--- src/rtl/vga_timing_gen.sv ---
// Raster timing generator: pixel/line counters, sync and display-enable decode,
// line/frame start pulses and a completed-frame counter, all gated by pix_ce.
module vga_timing_gen #(
    parameter int H_ACTIVE = 640,
    parameter int H_FP     = 16,
    parameter int H_SYNC   = 96,
    parameter int H_BP     = 48,
    parameter int V_ACTIVE = 480,
    parameter int V_FP     = 10,
    parameter int V_SYNC   = 2,
    parameter int V_BP     = 33
) (
    input  logic        vga_clk,
    input  logic        reset_n,
    input  logic        pix_ce,
    output logic [9:0]  DrawX,
    output logic [9:0]  DrawY,
    output logic        blank,
    output logic        hs,
    output logic        vs,
    output logic        line_start,
    output logic        frame_start,
    output logic [15:0] frame_count
);

    localparam int H_TOTAL = H_ACTIVE + H_FP + H_SYNC + H_BP;
    localparam int V_TOTAL = V_ACTIVE + V_FP + V_SYNC + V_BP;

    localparam logic [9:0] H_LAST     = 10'(H_TOTAL - 1);
    localparam logic [9:0] V_LAST     = 10'(V_TOTAL - 1);
    localparam logic [9:0] H_ACT_END  = 10'(H_ACTIVE);
    localparam logic [9:0] V_ACT_END  = 10'(V_ACTIVE);
    localparam logic [9:0] H_SYNC_BEG = 10'(H_ACTIVE + H_FP);
    localparam logic [9:0] H_SYNC_END = 10'(H_ACTIVE + H_FP + H_SYNC);
    localparam logic [9:0] V_SYNC_BEG = 10'(V_ACTIVE + V_FP);
    localparam logic [9:0] V_SYNC_END = 10'(V_ACTIVE + V_FP + V_SYNC);

    logic [9:0]  hcnt_q, hcnt_d;
    logic [9:0]  vcnt_q, vcnt_d;
    logic [15:0] frame_count_q, frame_count_d;
    logic        line_start_q, line_start_d;
    logic        frame_start_q, frame_start_d;

    always_comb begin
        hcnt_d        = hcnt_q;
        vcnt_d        = vcnt_q;
        frame_count_d = frame_count_q;
        line_start_d  = 1'b0;
        frame_start_d = 1'b0;
        if (pix_ce) begin
            if (hcnt_q == H_LAST) begin
                hcnt_d       = '0;
                line_start_d = 1'b1;
                if (vcnt_q == V_LAST) begin
                    vcnt_d        = '0;
                    frame_start_d = 1'b1;
                    frame_count_d = frame_count_q + 16'd1;
                end else begin
                    vcnt_d = vcnt_q + 10'd1;
                end
            end else begin
                hcnt_d = hcnt_q + 10'd1;
            end
        end
    end

    always_ff @(posedge vga_clk or negedge reset_n) begin
        if (!reset_n) begin
            hcnt_q        <= '0;
            vcnt_q        <= '0;
            frame_count_q <= '0;
            line_start_q  <= 1'b0;
            frame_start_q <= 1'b0;
        end else begin
            hcnt_q        <= hcnt_d;
            vcnt_q        <= vcnt_d;
            frame_count_q <= frame_count_d;
            line_start_q  <= line_start_d;
            frame_start_q <= frame_start_d;
        end
    end

    // Sync and enable decode straight from the counters, so position and timing never skew.
    assign DrawX       = hcnt_q;
    assign DrawY       = vcnt_q;
    assign blank       = (hcnt_q < H_ACT_END) && (vcnt_q < V_ACT_END);
    assign hs          = !((hcnt_q >= H_SYNC_BEG) && (hcnt_q < H_SYNC_END));
    assign vs          = !((vcnt_q >= V_SYNC_BEG) && (vcnt_q < V_SYNC_END));
    assign line_start  = line_start_q;
    assign frame_start = frame_start_q;
    assign frame_count = frame_count_q;

endmodule

--- config.mk ---
export PLATFORM = sky130hd
export DESIGN_NAME = vga_timing_gen
export DESIGN_NICKNAME = d
export VERILOG_FILES = /design/src/rtl/vga_timing_gen.sv
export SDC_FILE = /design/constraint.sdc
export NUM_CORES = 1
export LEC_CHECK = 0
export ABC_CLOCK_PERIOD_IN_PS = 2400
export CAP_MARGIN = 25
export CELL_PAD_IN_SITES_DETAIL_PLACEMENT = 0
export CELL_PAD_IN_SITES_GLOBAL_PLACEMENT = 1
export CORE_ASPECT_RATIO = 1.25
export CORE_MARGIN = 5
export CORE_UTILIZATION = 38
export CTS_CLUSTER_SIZE = 12
export DETAILED_ROUTE_END_ITERATION = 8
export GPL_TIMING_DRIVEN = 0
export PLACE_DENSITY = 0.84
export SYNTH_ARGS = -nofsm -noshare
export SYNTH_HDL_FRONTEND = slang
export SYNTH_SLANG_ARGS = --single-unit
--- constraint.sdc ---
create_clock -name vga_clk -period 2.4 [get_ports vga_clk]
set_input_delay 0.36 -clock vga_clk [delete_from_list [all_inputs] [get_ports vga_clk]]
set_output_delay 0.36 -clock vga_clk [all_outputs]
set_load 0.05 [all_outputs]
Yosys cells after proc, flatten, opt, wreduce, memory -nomap -nowiden
Cells that the tools add are included.
{ "totals": {"inputBits": 3, "register_bits": 38, "word_cells": 30} }
{ "op_classes": {"add_sub_neg": 3, "reduce_logical": 7, "n_mux": 7, "n_lt_le_gt_ge": 6, "eq_ne": 2} }
{ "ops": {"columns": ["op", "count"], "rows": [
  ["$add A10 B1 Y10 const B", 2],
  ["$eq A10 B10 Y1 const B", 2],
  ["$lt A10 B10 Y1 const B", 2],
  ["$lt A10 B9 Y1 const B", 2],
  ["$mux W10", 2],
  ["$add A16 B1 Y16 const B", 1],
  ["$ge A10 B10 Y1 const B", 1],
  ["$ge A10 B9 Y1 const B", 1],
  ["$mux W1", 5],
  ["$logic_and A1 B1 Y1", 3],
  ["$reduce_and A3 Y1", 1],
  ["$logic_not A1 Y1", 2],
  ["$reduce_and A2 Y1", 1]
]} }

Logic depth before layout (Yosys ltp)
Gate-level depths: netlist of run 1.
{ "depth": {"ltp_word": 4, "depth_mapped": 8} }

Least setup slack after synthesis of run 1
OpenSTA, ideal clock, no wires.
{ "synth_timing": {"path_type": "register to register", "startpoint": "register hcnt_q[1] (netlist: DrawX[1])", "endpoint": "register frame_count_q[1] (netlist: frame_count[1])", "required_ps": 2275, "path_stages_with_launch": 7, "path_buffers": 1, "slack_ps": 317, "arrival_ps": 1959, "cell_sequence": "dfrtp_1 ha_1 and4bb_1 nand4_2 buf_6 nor2_1 mux2_2"} }
{ "synth_via": {"elab_chain_len": 2} }
{ "synth_lines": {"columns": ["item", "line_no", "source"], "rows": [
  ["start, declared", "38", "logic [9:0] hcnt_q, hcnt_d;"],
  ["start signal, assigned", "75", "hcnt_q <= hcnt_d;"],
  ["$eq A10 B10 Y1", "51", "if (hcnt_q == H_LAST) begin"],
  ["$reduce_and A3 Y1 (no source line)", null, null],
  ["end signal, assigned", "77", "frame_count_q <= frame_count_d;"],
  ["end, declared", "40", "logic [15:0] frame_count_q, frame_count_d;"]
]} }
No other way between the ends.
A chain may end at the register's enable or synchronous reset.

Final worst setup path of run 1
{ "layout_timing": {"startpoint": "register vcnt_q[5] (netlist: DrawY[5])", "endpoint": "output vs"} }
{ "layout_via": {"elab_chain_len": 3} }
{ "layout_lines": {"columns": ["item", "line_no", "source"], "rows": [
  ["start, declared", "39", "logic [9:0] vcnt_q, vcnt_d;"],
  ["start signal, assigned", "76", "vcnt_q <= vcnt_d;"],
  ["$ge A10 B9 Y1 or $lt A10 B9 Y1 (tied branches)", "88", "assign vs = !((vcnt_q >= V_SYNC_BEG) && (vcnt_q < V_SYNC_END));"],
  ["$logic_and A1 B1 Y1 (*)", "88", null],
  ["$logic_not A1 Y1 (*)", "88", null],
  ["end, declared", "20", "output logic vs,"]
]} }
Every way passes the cells marked *; elsewhere a longest branch is shown, timed or not.

==> reports/metrics.cfg, run 1 <==
[run_status]
outcome=complete, no violations

[die]
rows=29
coreArea_um2=5010
chipHeight_um=89.5
dieArea_um2=6590
die_w_um=73.6
initial_core_util_pct=38.4
num_io_pins=44

[global_route]
track_usage_pct=13.7
grt_pass1_wl_um=6940
grt_pass1_vias=1433
grt_antenna_before_repair=0
grt_max_degree=39
gr-total-overflow=0

[cts]
postCtsSetupBuffers=0
numCtsBuffers=5
insertion_delay_ns=0.28
ctsResizeCount=1
cts_tree=yes
holdBufCountCts=0
clock_path_buffers=2
clkTransAtPathRegs_ns=0.07
clockRootBuffer=clkbuf_8
htreeDepth=2
cts.sinks=38

[synth]
synthesis.area_um2=1920
synth_top_area_share_pct=49.4
synth-main-ff-cell=dfrtp_1
synth_area_leaders=dfrtp_1 (49%), xor2_1 (7.7%), xnor2_1 (4.6%)
ys_seq_area_share_pct=49.4
syn-num-nets=193
yosys_warnings=0
synth-edff-count=0
syn_area_per_cell_um2=10.4
synth_common_cells=dfrtp_1 (38), nand3_1 (17), xor2_1 (17)
syn_inst=185
yosysUniqueCellTypes=32
synth-seq-cells=38
synth_most_common_cell=dfrtp_1
synth_top_cell_by_area=dfrtp_1
async_flop_share_pct=100

[layout]
area_delta_synth_final_pct=31.4
layout-drive-gt1-share_pct=9.36
diodes=0
nets=242

[worst_setup_path]
crit_start=DrawY[5]$_DFFE_PN0P_
r2r_start=DrawX[1]$_DFFE_PN0P_
worstPathRequired_ns=2.04
end_kind=output pin
arrival_ns=1.89
cp_max_fo=7
start_kind=flip-flop
r2r_setup_slack_ns=0.47
timing_worst_setup_path_type=flip-flop to output pin

[timing]
drv_slew=0
setup-violations-final=0
rsz0062_at_grt=no
slew_headroom_pct=43.0
timing.final.ws_setup_ns=0.148
hold_violations=0
finalCritPeriodShare_pct=93.8
finalClockSkew_ns=0.00739
fmax_mhz=444
tns_ns=0
tightestPinTransition_ns=0.856
post-route-min-period_ns=2.25

[pwr]
p_switching_uw=511
p_leak_uw=0.00119
pwr-share-comb_pct=22.0
sequentialPowerShare_pct=46.4
p_clk_share_pct=31.6
p_int_uw=1090
powerDensity_nw_per_um2=633
ir_worst_vdd_mv=0.453
p_sw_share_pct=31.9

[detailed_routing]
drc=0
antenna_left=0
wire_per_inst_um=14.2
viasPerCell=5.18
dr.pass1.iters=4
routed_wl_um=4220
drt-initial-drc-count=108
vias=1538

[place]
gp_congestion=0.760
dpl.hpwl_um=3100
pre_cts_ws_ns=0.222
port_buffers=42

[job]
drv_cap=0

[hold_path]
hp-class=input pin to async pin

==> worst max-delay path, stage by stage, from the launching register on <==
cell	delay (ns)
dfrtp_1	0.47
and4_1	0.26
nand3_1	0.09
clkdlybuf4s50_1	0.80
==> cell type report <==
cell class / count / area (um2)
timing repair buffer: 42 / 417
multi-input combinational: 129 / 890
buffer: 7 / 41.3
tap: 62 / 77.6
fill: 478 / 2480
inverter: 11 / 41.3
sequential: 38 / 951
clock buffer: 8 / 110
==> routing by layer <==
layer	part of all wire [%]	global-route usage [%]	wire length [um]	vias to the layer above
li1	-	-	-	755
met1	44	17.3	1840	750
met2	50	22.4	2130	28
met3	4.3	3.15	181	5
met4	1.7	5.44	72	0
met5	0	0	0	-
==> power by group through the flow <==
| stage | Combinational (uW) | Sequential [uW] | Clock [uW] |
|---|---|---|---|
| after global routing | 375 | 751 | 549 |
| after CTS | 358 | 741 | 517 |
| after floorplan | 92.4 | 889 | 0 |
| after detailed placement | 357 | 754 | 0 |
| final | 353 | 743 | 505 |
| after global placement | 354 | 755 | 0 |
==> path summary, 6_finish.rpt <==
path | end | depth (start not counted)
hold reg to reg | frame_count[15]$_DFFE_PN0P_ | 1
max in group asynchronous | frame_count[5]$_DFFE_PN0P_ | 1
hold / removal | DrawY[5]$_DFFE_PN0P_ | 1
setup reg to reg | frame_count[1]$_DFFE_PN0P_ | 6
setup / recovery | vs | 3
min in group vga_clk | DrawX[0]$_DFFE_PN0P_ | 2
==> logic make-up after synthesis <==
group           share of synthesized area [%]
mux                                      1.11
xor+xnor                                 12.3
flops                                    49.4
buf+inv                                  4.29
compound gates                           2.67
simple gates                             26.9
fa+ha+maj                                3.25
==> registers in the layout (all words and copies together) (netlist names) <==
register / cells
DrawX: 10
DrawY: 10
frame_count: 16
frame_start: 1
line_start: 1
==> metrics by stage <==
step	instance area [um2]	util [%]	power, uW	hold WS, ns	instances
after CTS	2520	50.4	1620	0.207	297
after detailed placement	2420	48.3	1110	0.463	289
final	2530	50.5	1600	0.186	297
after global routing	2530	50.5	1680	0.264	297
after floorplan	1920	-	981	0.0644	185
after global placement	2420	48.4	1110	0.458	289
==> placed cells by master (no fill, tap or decap) <==
cell,instances
clkdlybuf4s50_1,39
dfrtp_1,38
nand3_1,17
xor2_1,17
nand2_1,12
inv_1,11
xnor2_1,10
nand4_1,9
nor4_1,9
o21ai_0,8
nor2_1,8
clkbuf_8,8
buf_2,6
nor3_1,5
and4_1,5
ha_1,5
and3_1,4
nor4_2,3
and4b_1,2
or4_1,2
or3_1,2
clkbuf_2,1
and4bb_1,1
nand4_2,1
buf_6,1
nor4b_1,1
a31oi_1,1
nand3_2,1
mux2_2,1
nor2b_1,1
a21oi_1,1
and2_1,1
mux2i_1,1
or4b_1,1
dlymetal6s2s_1,1
dlygate4sd2_1,1
(Power assumes the default switching activity.)
==> run 2: changes to the inputs <==
Settings changed: SLEW_MARGIN from default to 20.
==> reports/metrics.cfg, run 2 (synthesis results as in run 1) <==
[run_status]
outcome=complete, no violations

[global_route]
grt_antenna_before_repair=0  ; unchanged
grt_max_degree=26  ; -33%
gr-total-overflow=0  ; unchanged
grt_pass1_vias=1552  ; +8.3%
track_usage_pct=14.3  ; +0.63 points
grt_pass1_wl_um=7260  ; +4.6%

[timing]
fmax_mhz=443  ; -0.18%
post-route-min-period_ns=2.26  ; +0.00408 ns
drv_slew=0  ; unchanged
slew_headroom_pct=65.0  ; +22 points
setup-violations-final=0  ; unchanged
hold_violations=0  ; unchanged
finalClockSkew_ns=0.0122  ; +0.00483 ns
tns_ns=0  ; unchanged
hold_ws_ns=0.384  ; +0.198 ns
finalCritPeriodShare_pct=94.0  ; +0.17 points
rsz0062_at_grt=no
tightestPinTransition_ns=0.523  ; -0.333 ns

[die]
dieArea_um2=6590  ; unchanged
chipHeight_um=89.5  ; unchanged
coreArea_um2=5010  ; unchanged
rows=29  ; unchanged
initial_core_util_pct=38.4  ; unchanged
die_w_um=73.6  ; unchanged
num_io_pins=44  ; unchanged

[cts]
cts.sinks=38  ; unchanged
cts_tree=yes
numCtsBuffers=5  ; unchanged
clockRootBuffer=clkbuf_8
insertion_delay_ns=0.29  ; about the same
clkTransAtPathRegs_ns=0.07  ; about the same
clock_path_buffers=2  ; unchanged
postCtsSetupBuffers=0  ; unchanged
htreeDepth=2  ; unchanged

[layout]
area_delta_synth_final_pct=32.7
final_cell_mix=clkdlybuf4s50_1 (39), dfrtp_1 (38), nand3_1 (17), xor2_1 (17), nand2_1 (12)
nets=244  ; +0.83%
final_common_cell=clkdlybuf4s50_1
final_cell_area_um2=2550  ; +0.99%
largest_reg_flops=16  ; unchanged
diodes=0  ; unchanged
final_util_pct=51.0  ; +0.50 points
layout-drive-gt1-share_pct=9.70  ; +0.34 points
finalNonFillerCells=299  ; +0.67%

[detailed_routing]
vias=1567  ; +1.9%
dr.pass1.iters=4  ; unchanged
antenna_left=0  ; unchanged
drt-initial-drc-count=84  ; -22%
viasPerCell=5.24  ; +1.2%
routed_wl_um=4340  ; +2.7%
drc=0  ; unchanged
wire_per_inst_um=14.5  ; +2.0%

[worst_setup_path]
worstPathRequired_ns=2.04  ; about the same
cp_max_fo=7  ; unchanged
r2r_start=DrawX[0]$_DFFE_PN0P_
end_kind=output pin
r2r_setup_slack_ns=0.49  ; +0.02 ns
crit_chain=and4_1 -> nand3_1 -> clkdlybuf4s50_1
timing_worst_setup_path_type=flip-flop to output pin
start_kind=flip-flop
critPathSlowestCell=clkdlybuf4s50_1
max_stage_delay_ns=0.80  ; about the same
r2r-end=frame_count[1]$_DFFE_PN0P_
crit_start=DrawY[5]$_DFFE_PN0P_
worstRegToRegCells=6  ; unchanged
arrival_ns=1.90  ; about the same

[hold_path]
min-delay-start=pix_ce
hp-class=input pin to flip-flop
worst_hold_path.endpoint=DrawX[0]$_DFFE_PN0P_
holdPathStages=2

[place]
dp_cells=290  ; +0.35%
gp_congestion=0.760  ; unchanged
dpl.hpwl_um=3210  ; +3.5%
dpl-instance-area_um2=2440  ; +0.83%
port_buffers=42  ; unchanged

[pwr]
p_leak_uw=0.00119  ; about the same
powerDensity_nw_per_um2=641  ; +1.2%
ir_worst_vdd_mv=0.497  ; +9.7%

[job]
drv_cap=0  ; unchanged

==> run 2: cell types whose count changed in the layout (fill, tap and decap cells not counted), sizes merged <==
cell,change
clkbuf,-3
clkinv,+2
buf,+1
bufinv,+1
dlygate4sd2,+1
dlygate4sd3,+1
dlymetal6s2s,-1
==> run 2: cell type report <==
cell class	count	area, um2
buffer	7	41.3
clock buffer	5	68.8
clock inverter	3	40.0
fill	477	2450
inverter	11	41.3
multi-input combinational	129	890
sequential	38	951
tap	62	77.6
timing repair buffer	44	443
==> run 2: worst max path at each step <==
stage                                       end  slack, ns
finish                                       vs       0.14
global route                                 vs       0.09
CTS                                          vs       0.13
detailed placement                           hs       0.22
global placement    frame_count[15]$_DFFE_PN0P_       0.01
floorplan            frame_count[1]$_DFFE_PN0P_       0.32
==> run 2: per-layer routing <==
metal	part of all wire, %	global-route usage [%]
met5	0	0
met4	1.3	5.93
met3	3.9	3.04
met2	52	24.9
met1	43	16.9
==> run 2: worst max-delay path, delay by kind of cell, from the launching register on <==
family,cells,cell delay (ns)
flops,1,0.47
buf+inv,1,0.80
simple gates,2,0.34
==> run 2: timing repair <==
item,in CTS,in global routing
endpoints found under the setup margin,2,0
hold buffers,1,0
endpoints found under the hold margin,13,0
gates resized for setup,2,0
==> run 2: report_power, final <==
part | total, uW | internal, uW | switching (uW)
logic | 357 | 122 | 235
clock network | 535 | 306 | 230
registers | 743 | 681 | 61.3
==> run 2: stage by stage <==
| step | total power [uW] | worst slack, ns |
|---|---|---|
| 2_1_floorplan | 981 | 0.317 |
| 3_3_place_gp | 1110 | 0.0141 |
| 3_5_place_dp | 1120 | 0.219 |
| 4_1_cts | 1650 | 0.133 |
| 5_1_grt | 1710 | 0.0855 |
| 6_report | 1640 | 0.144 |
==> run 3: changes to the inputs <==
Settings changed: CAP_MARGIN 25 to 20.
==> results of run 3 <==
Final layout, timing and power as in run 2 (identical DEF).
